## src/rtl/multi_debouncer.sv

```systemverilog
// Multi-channel push-button debouncer: 2-FF synchronizer, shared sampling tick, per-channel qualification counter.
// Define MULTI_DEBOUNCER_FALL_PULSE_EN to generate fall_pulse; otherwise it is tied to 0.
module multi_debouncer #(
    parameter int N_CH       = 4,
    parameter int TICK_DIV   = 100000,
    parameter int STABLE_CNT = 4
) (
    input  logic            clk,
    input  logic            rst,
    input  logic [N_CH-1:0] button,
    output logic [N_CH-1:0] level,
    output logic [N_CH-1:0] rise_pulse,
    output logic [N_CH-1:0] fall_pulse,
    output logic            tick
);

    localparam int TW = $clog2(TICK_DIV);
    localparam int CW = $clog2(STABLE_CNT + 1);
    localparam logic [TW-1:0] TICK_LAST = TW'(TICK_DIV - 1);
    localparam logic [CW-1:0] CNT_LAST  = CW'(STABLE_CNT - 1);

    logic [N_CH-1:0] meta;
    logic [N_CH-1:0] sync;
    logic [TW-1:0]   tick_cnt;
    logic [CW-1:0]   cnt      [N_CH];
    logic [CW-1:0]   cnt_next [N_CH];
    logic [N_CH-1:0] accept;

    // NOTE: sequential state uses <= so every register samples pre-edge values.
    always_ff @(posedge clk) begin
        if (rst) begin
            meta <= '0;
            sync <= '0;
        end else begin
            meta <= button;
            sync <= meta;
        end
    end

    always_ff @(posedge clk) begin
        if (rst) begin
            tick_cnt <= '0;
            tick     <= 1'b0;
        end else begin
            tick     <= (tick_cnt == TICK_LAST);
            tick_cnt <= (tick_cnt == TICK_LAST) ? '0 : tick_cnt + TW'(1);
        end
    end

    // NOTE: every always_comb output gets a default first, so no latch can be inferred.
    always_comb begin
        for (int i = 0; i < N_CH; i++) begin
            cnt_next[i] = cnt[i];
            accept[i]   = 1'b0;
            if (tick) begin
                if (sync[i] == level[i]) begin
                    cnt_next[i] = '0;
                end else if (cnt[i] == CNT_LAST) begin
                    cnt_next[i] = '0;
                    accept[i]   = 1'b1;
                end else begin
                    cnt_next[i] = cnt[i] + CW'(1);
                end
            end
        end
    end

    // Pulses are registered alongside level so they coincide with the first cycle of the new level.
    always_ff @(posedge clk) begin
        if (rst) begin
            for (int i = 0; i < N_CH; i++) cnt[i] <= '0;
            level      <= '0;
            rise_pulse <= '0;
        end else begin
            for (int i = 0; i < N_CH; i++) cnt[i] <= cnt_next[i];
            level      <= level ^ accept;
            rise_pulse <= accept & sync;
        end
    end

`ifdef MULTI_DEBOUNCER_FALL_PULSE_EN
    always_ff @(posedge clk) begin
        if (rst) fall_pulse <= '0;
        else     fall_pulse <= accept & ~sync;
    end
`else
    assign fall_pulse = '0;
`endif

endmodule

```

## config.mk

```make
export PLATFORM = sky130hd
export DESIGN_NAME = multi_debouncer
export DESIGN_NICKNAME = d
export VERILOG_FILES = /design/src/rtl/multi_debouncer.sv
export SDC_FILE = /design/constraint.sdc
export NUM_CORES = 1
export LEC_CHECK = 0
export CAP_MARGIN = 10
export CORE_ASPECT_RATIO = 1.25
export CORE_MARGIN = 8
export CORE_UTILIZATION = 60
export CTS_CLUSTER_SIZE = 10
export DETAILED_ROUTE_END_ITERATION = 12
export GPL_TIMING_DRIVEN = 0
export PLACE_DENSITY = 0.83
export SYNTH_ARGS = -nofsm -noshare
export SYNTH_HDL_FRONTEND = slang
export SYNTH_SLANG_ARGS = --single-unit
```

## constraint.sdc

```tcl
create_clock -name clk -period 4.4 [get_ports clk]
set_input_delay 0.66 -clock clk [delete_from_list [all_inputs] [get_ports clk]]
set_output_delay 0.66 -clock clk [all_outputs]
set_load 0.01 [all_outputs]
```

==> flow_summary_export.csv, run 1 <==
group,metric,value,unit
status,status,"complete, no violations",
clocking,clk_latency,0.30,ns
setup_path,end_kind,"output pin",
place,dp_cells,258,
grt,grt_util_met2,27.04,%
cells_and_area,fin_nets,239,
pwr,switchingPower,0.1599,mW
pwr,combPwrFrac,3.8,%
pwr,power.clock.fraction,37.2,%
grt,antenna_found_initial,0,
clocking,numCtsBuffers,5,
worst_hold_path,hp-class,"reg2reg",
grt,grt_util_all_layers,14.55,%
timing,setup_viol,0,
cells_and_area,final_cell_mix,"dfxtp_1, nor2_1, xnor2_1",
setup_path,critPathLaunchType,"flop",
place,dp_slack,2.705,ns
grt,grt_util_met1,14.24,%
pwr,totalPowerFinal,0.7221,mW
grt,grt_overflow,0,
synthesis,synth_compound_area_share,4.359,%
setup_path,crit_slowest_cell,"clkdlybuf4s50_1",
cells_and_area,layout.cells.non_filler,266,
route,routed_wirelength,3.613,mm
floorplan,dieWidth,66.64,um
synthesis,synth-xor-area-share,8.653,%
floorplan,die-area,5284,um2
route,vias_per_cell,5.263,
route,via_count,1400,
setup_path,crit_family,"buffers and inverters",
setup_path,rr_endpoint,"tick_cnt[11]",
setup_path,critical_path_cell_count,1,
pwr,p_int,0.5622,mW
setup_path,r2r_slack,2.71,ns
route,first_iter_violations,86,
route,wl_per_cell,13.58,um
timing,period_share,44.91,%
floorplan,pin_count,19,
pwr,ir_drop,0.3622,mV
timing,timing.final.ws_setup,2.424,ns
clocking,tritoncts,"built",
timing,fin_worst_skew,0.005907,ns
grt,use_met3,4.501,%
setup_path,setup.worst_path.start,"tick",
setup_path,required,3.74,ns
clocking,cts.sinks,46,
synthesis,synth_top_family_by_area,"simple AND/OR/NAND/NOR gates",
synthesis,yosys-mux-area-fraction,0.5856,%
setup_path,r2r_start,"tick_cnt[0]",
floorplan,initial_core_util,61.31,%
floorplan,chipHeight,79.30,um
clocking,clock_path_buffers,2,
place,portBuffers,13,
place,dp_hpwl,2.561,mm
floorplan,rows,23,
timing,grt_setup_unrepaired,"false",
route,drc,0,
setup_path,cp_num_buf_inv,1,
floorplan,core_area,3137,um2
timing,max_freq,506.1,MHz
synthesis,synthSimpleGateAreaFrac,29.99,%
pwr,p_per_area,327.9,nW/um2
cells_and_area,drive_gt1_share,9.607,%
synthesis,synth.yosys.seq_area_share,47.89,%
cells_and_area,fillers,256,
timing,final-hold-violation-count,0,
cells_and_area,area_growth,14.51,%
grt,grt_pass1_vias,1394,
route,first_pass_iters,4,
setup_path,crit_fanout,8,
setup_path,criticalPathCategory,"reg2out",
place,place_congestion,0.7815,
setup_path,reg2regPathDepth,7,
route,detail-route-antenna-nets,0,
synthesis,yosysTopAreaCell,"dfxtp_1",
grt,grt_pass1_wl,6.037,mm
synthesis,yosysTopAreaCellShare,47.89,%
clocking,cts.clk_slew.worst_paths,0.09,ns
clocking,cts_root_buf,"clkbuf_8",
clocking,cts_resized,0,
grt,grt_max_degree,14,
synthesis,syn_area,1923,um2
synthesis,ys_warn_count,0,
cells_and_area,final_common_cell,"dfxtp_1",
timing,tns,0,ns
setup_path,path_cells,"clkdlybuf4s50_1",
clocking,post-cts-setup-buffers,0,
synthesis,synth_area_per_cell,9.381,um2
grt,busiest_layer,"met2",
pwr,seq_power_share,59.0,%
pwr,p_sw_share,22.14,%
worst_hold_path,whs_path_depth,1,
timing,fin_crit,1.976,ns
cells_and_area,diodes,0,
synthesis,syn_inst,205,
synthesis,synthDistinctLibCells,31,
setup_path,cpPeakStageDelay,0.58,ns
clocking,cts_hold_buf,0,
synthesis,synthAdderAreaFrac,3.253,%
clocking,htree_levels,2,
synthesis,synthTopCellsByArea,"dfxtp_1, xnor2_1, nor2_1",
pwr,leakagePower,0.7929,nW
setup_path,critPathCapture,"tick",
synthesis,synth-seq-cells,46,
flow_run,drv_cap,0,
timing,final-max-slew-violation-count,0,
setup_path,cp.arrival,1.32,ns
power by group through the flow:
stage	clock network [mW]	registers, mW	logic, mW
after global placement	0	0.436	0.0270
final	0.269	0.426	0.0273
after CTS	0.269	0.426	0.0277
after detailed placement	0	0.436	0.0276
after floorplan	0	0.435	0.0201
after global routing	0.291	0.427	0.0314
flip-flops by register name (all words and copies together), names as in the netlist:
signal / count
meta: 4
sync: 4
level: 4
tick: 1
cnt: 12
tick_cnt: 17
rise_pulse: 4
how the worst min path moves through the flow:
stage	end	start	slack [ns]
3_5_place_dp	sync[0]	meta[0]	0.42
6_report	sync[0]	meta[0]	0.44
3_3_place_gp	sync[2]	meta[2]	0.42
2_1_floorplan	sync[0]	meta[0]	0.41
5_1_grt	sync[1]	meta[1]	0.46
4_1_cts	sync[0]	meta[0]	0.44
stage by stage:
| stage | hold WS (ns) | area (um2) | utilization, % |
|---|---|---|---|
| 6_report | 0.4406 | 2202 | 70.20 |
| 3_3_place_gp | 0.4188 | 2111 | 67.29 |
| 4_1_cts | 0.4442 | 2202 | 70.20 |
| 3_5_place_dp | 0.4247 | 2111 | 67.29 |
| 2_1_floorplan | 0.4138 | 1934 | - |
| 5_1_grt | 0.4592 | 2202 | 70.20 |
kinds of logic after synthesis:
group           count (synthesis)
fa+ha+maj                       5
simple gates                   99
compound gates                 16
buf+inv                        18
flops                          46
xor+xnor                       19
other cells                     1
mux                             1
per-layer routing:
layer  wire, um  part of all wire [%]
met2       1967                    54
met4         50                   1.4
met1       1468                    41
met5          0                     0
met3        127                   3.5
synth_stat cells, drive strengths merged:
cell type,n
nor4bb,3
xnor2,17
nand3b,3
nor4,6
ha,5
inv,7
nand4,6
o21ai,5
and3b,4
or4,1
nor2b,11
buf,6
nor4b,1
clkbuf,5
nor2,28
conb,1
xor2,2
dfxtp,46
nor3,3
o31a,1
nand4b,1
and4bb,1
nand2b,8
mux2,1
nand2,12
nand3,11
a21oi,10
area by class of cell:
class	instances	area, um2	area share, %
clock buffers	7	86.33	3.920
plain buffers	11	71.32	3.239
well taps	37	46.29	2.102
flip-flops and latches	46	920.9	41.82
repair buffers	13	130.1	5.909
clock inverters	1	5.005	0.2273
multi-input cells	144	915.9	41.59
inverters	7	26.28	1.193
(Power assumes the default switching activity.)
==> run 2: changes to the inputs <==
--- a/config.mk
+++ b/config.mk
@@ -8,11 +8,11 @@
 export CAP_MARGIN = 10
 export CORE_ASPECT_RATIO = 1.25
 export CORE_MARGIN = 8
-export CORE_UTILIZATION = 60
+export CORE_UTILIZATION = 50
 export CTS_CLUSTER_SIZE = 10
 export DETAILED_ROUTE_END_ITERATION = 12
 export GPL_TIMING_DRIVEN = 0
-export PLACE_DENSITY = 0.83
+export PLACE_DENSITY = 0.74
 export SYNTH_ARGS = -nofsm -noshare
 export SYNTH_HDL_FRONTEND = slang
 export SYNTH_SLANG_ARGS = --single-unit
==> constraint.sdc (replaced) <==
create_clock -name clk -period 1.6 [get_ports clk]
set_input_delay 0.24 -clock clk [delete_from_list [all_inputs] [get_ports clk]]
set_output_delay 0.24 -clock clk [all_outputs]
set_load 0.01 [all_outputs]
==> flow_summary_export.csv, run 2 (synthesis gave the netlist of run 1 again) <==
group,metric,value,unit
grt,grt_pass1_vias,1373,
route,wl_per_cell,12.71,um
grt,grt_overflow,0,
timing,final-hold-violation-count,0,
pwr,leakagePower,0.7939,nW
place,place_congestion,0.7784,
setup_path,critPathLaunchType,"flop",
setup_path,criticalPathCategory,"reg2out",
grt,grt_util_all_layers,11.79,%
pwr,switchingPower,0.4588,mW
floorplan,rows,25,
timing,setup_viol,0,
cells_and_area,largest_register,"tick_cnt",
grt,grt_pass1_wl,5.768,mm
clocking,clock_path_buffers,2,
floorplan,pin_count,19,
pwr,totalPowerFinal,1.963,mW
route,via_count,1418,
grt,grt_max_degree,16,
clocking,numCtsBuffers,5,
floorplan,initial_core_util,51.66,%
pwr,p_int,1.504,mW
clocking,tritoncts,"built",
worst_hold_path,whs_path_depth,2,
route,detail-route-antenna-nets,0,
cells_and_area,diodes,0,
cells_and_area,seqCellArea,927.1,um2
pwr,p_sw_share,23.37,%
clocking,htree_levels,2,
setup_path,rr_endpoint,"tick_cnt[11]",
setup_path,end_kind,"output pin",
clocking,cts.clk_slew.worst_paths,0.09,ns
timing,grt_setup_unrepaired,"false",
clocking,cts_hold_buf,0,
cells_and_area,area_growth,15.88,%
status,status,"complete, no violations",
floorplan,chipHeight,85.34,um
clocking,clk_latency,0.31,ns
worst_hold_path,hp-class,"in2reg",
cells_and_area,multiInputGateArea,937.1,um2
setup_path,required,1.36,ns
timing,max_freq,658.7,MHz
pwr,ir_drop,0.4930,mV
timing,fin_worst_skew,0.01098,ns
worst_hold_path,min_to,"meta[2]",
setup_path,crit_slowest_cell,"clkdlybuf4s50_1",
cells_and_area,final_cell_mix,"dfxtp_1, nor2_1, xnor2_1",
timing,period_share,94.89,%
timing,timing.final.ws_setup,0.08181,ns
route,drc,0,
cells_and_area,final_common_cell,"dfxtp_1",
setup_path,setup.worst_path.start,"level[3]",
floorplan,die-area,6099,um2
setup_path,cp.arrival,1.28,ns
cells_and_area,largestRegisters,"tick_cnt: 17 flops, cnt: 12 flops",
clocking,cts_root_buf,"clkbuf_8",
cells_and_area,drive_gt1_share,11.79,%
floorplan,dieWidth,71.47,um
route,first_iter_violations,92,
cells_and_area,fillers,334,
route,vias_per_cell,5.271,
setup_path,r2r_slack,0.18,ns
route,first_pass_iters,4,
route,routed_wirelength,3.418,mm
cells_and_area,largest_register_ff_count,17,
clocking,cts.sinks,46,
pwr,p_per_area,881.0,nW/um2
place,portBuffers,13,
flow_run,drv_cap,0,
pwr,power.clock.fraction,36.3,%
setup_path,crit_fanout,4,
timing,final-max-slew-violation-count,0,
place,dp_slack,-0.1033,ns
setup_path,r2r_start,"tick_cnt[13]",
timing,fin_crit,1.518,ns
setup_path,crit_family,"buffers and inverters",
setup_path,reg2regPathDepth,5,
worst_hold_path,min_from,"rst",
setup_path,cpPeakStageDelay,0.57,ns
setup_path,cp_num_buf_inv,1,
setup_path,path_cells,"clkdlybuf4s50_1",
place,dp_hpwl,2.477,mm
cells_and_area,fin_nets,239,
pwr,combPwrFrac,3.9,%
floorplan,core_area,3722,um2
grt,antenna_found_initial,0,
pwr,seq_power_share,59.8,%
## run 2: worst max path at each step
stage | end | slack [ns] | depth (start not counted)
finish | level[3] | 0.08 | 1
floorplan | tick_cnt[11] | 0.14 | 7
detailed placement | tick_cnt[0] | -0.10 | 7
global route | level[0] | 0.04 | 1
CTS | tick_cnt[0] | 0.0007 | 7
global placement | tick_cnt[11] | -0.07 | 7
## run 2: metrics by stage
stage / TNS, ns / hold WS [ns] / utilization [%] / area (um2) / std cells
after floorplan: 0 / 0.3682 / - / 1934 / 208
after global placement: -0.6433 / 0.4157 / 56.81 / 2115 / 261
after detailed placement: -0.9543 / 0.4255 / 56.81 / 2115 / 261
after CTS: 0 / 0.3570 / 59.76 / 2225 / 270
after global routing: 0 / 0.3667 / 59.87 / 2228 / 269
final: 0 / 0.3443 / 59.87 / 2228 / 269
## run 2: cell type report
type	count	share of cell area (%)
Multi-Input combinational cell	144	42.05
Sequential cell	46	41.61
Timing Repair Buffer	14	6.176
Clock buffer	5	3.088
Buffer	10	2.695
Tap cell	40	2.246
Inverter	7	1.179
Clock inverter	3	0.9545
## run 2: timing repair
action | in CTS | in global routing
buffers inserted | 1 | 0
setup endpoints to repair | 10 | 11
gates resized for setup | 3 | 4
hold endpoints to repair | 0 | 0
gates cloned | 0 | 0
## run 2: routing by layer
layer / global-route usage (%) / wire, um / up-vias
li1: - / - / 726
met1: 11.10 / 1448 / 668
met2: 22.19 / 1793 / 18
met3: 3.774 / 131 / 6
met4: 5.587 / 45 / 0
met5: 0 / 0 / -
## run 2: power by group through the flow
stage	registers [mW]	logic, mW	clock network, mW
global placement	1.20	0.0746	0
detailed placement	1.20	0.0761	0
global route	1.18	0.0841	0.769
finish	1.17	0.0757	0.713
floorplan	1.20	0.0552	0
CTS	1.17	0.0774	0.732
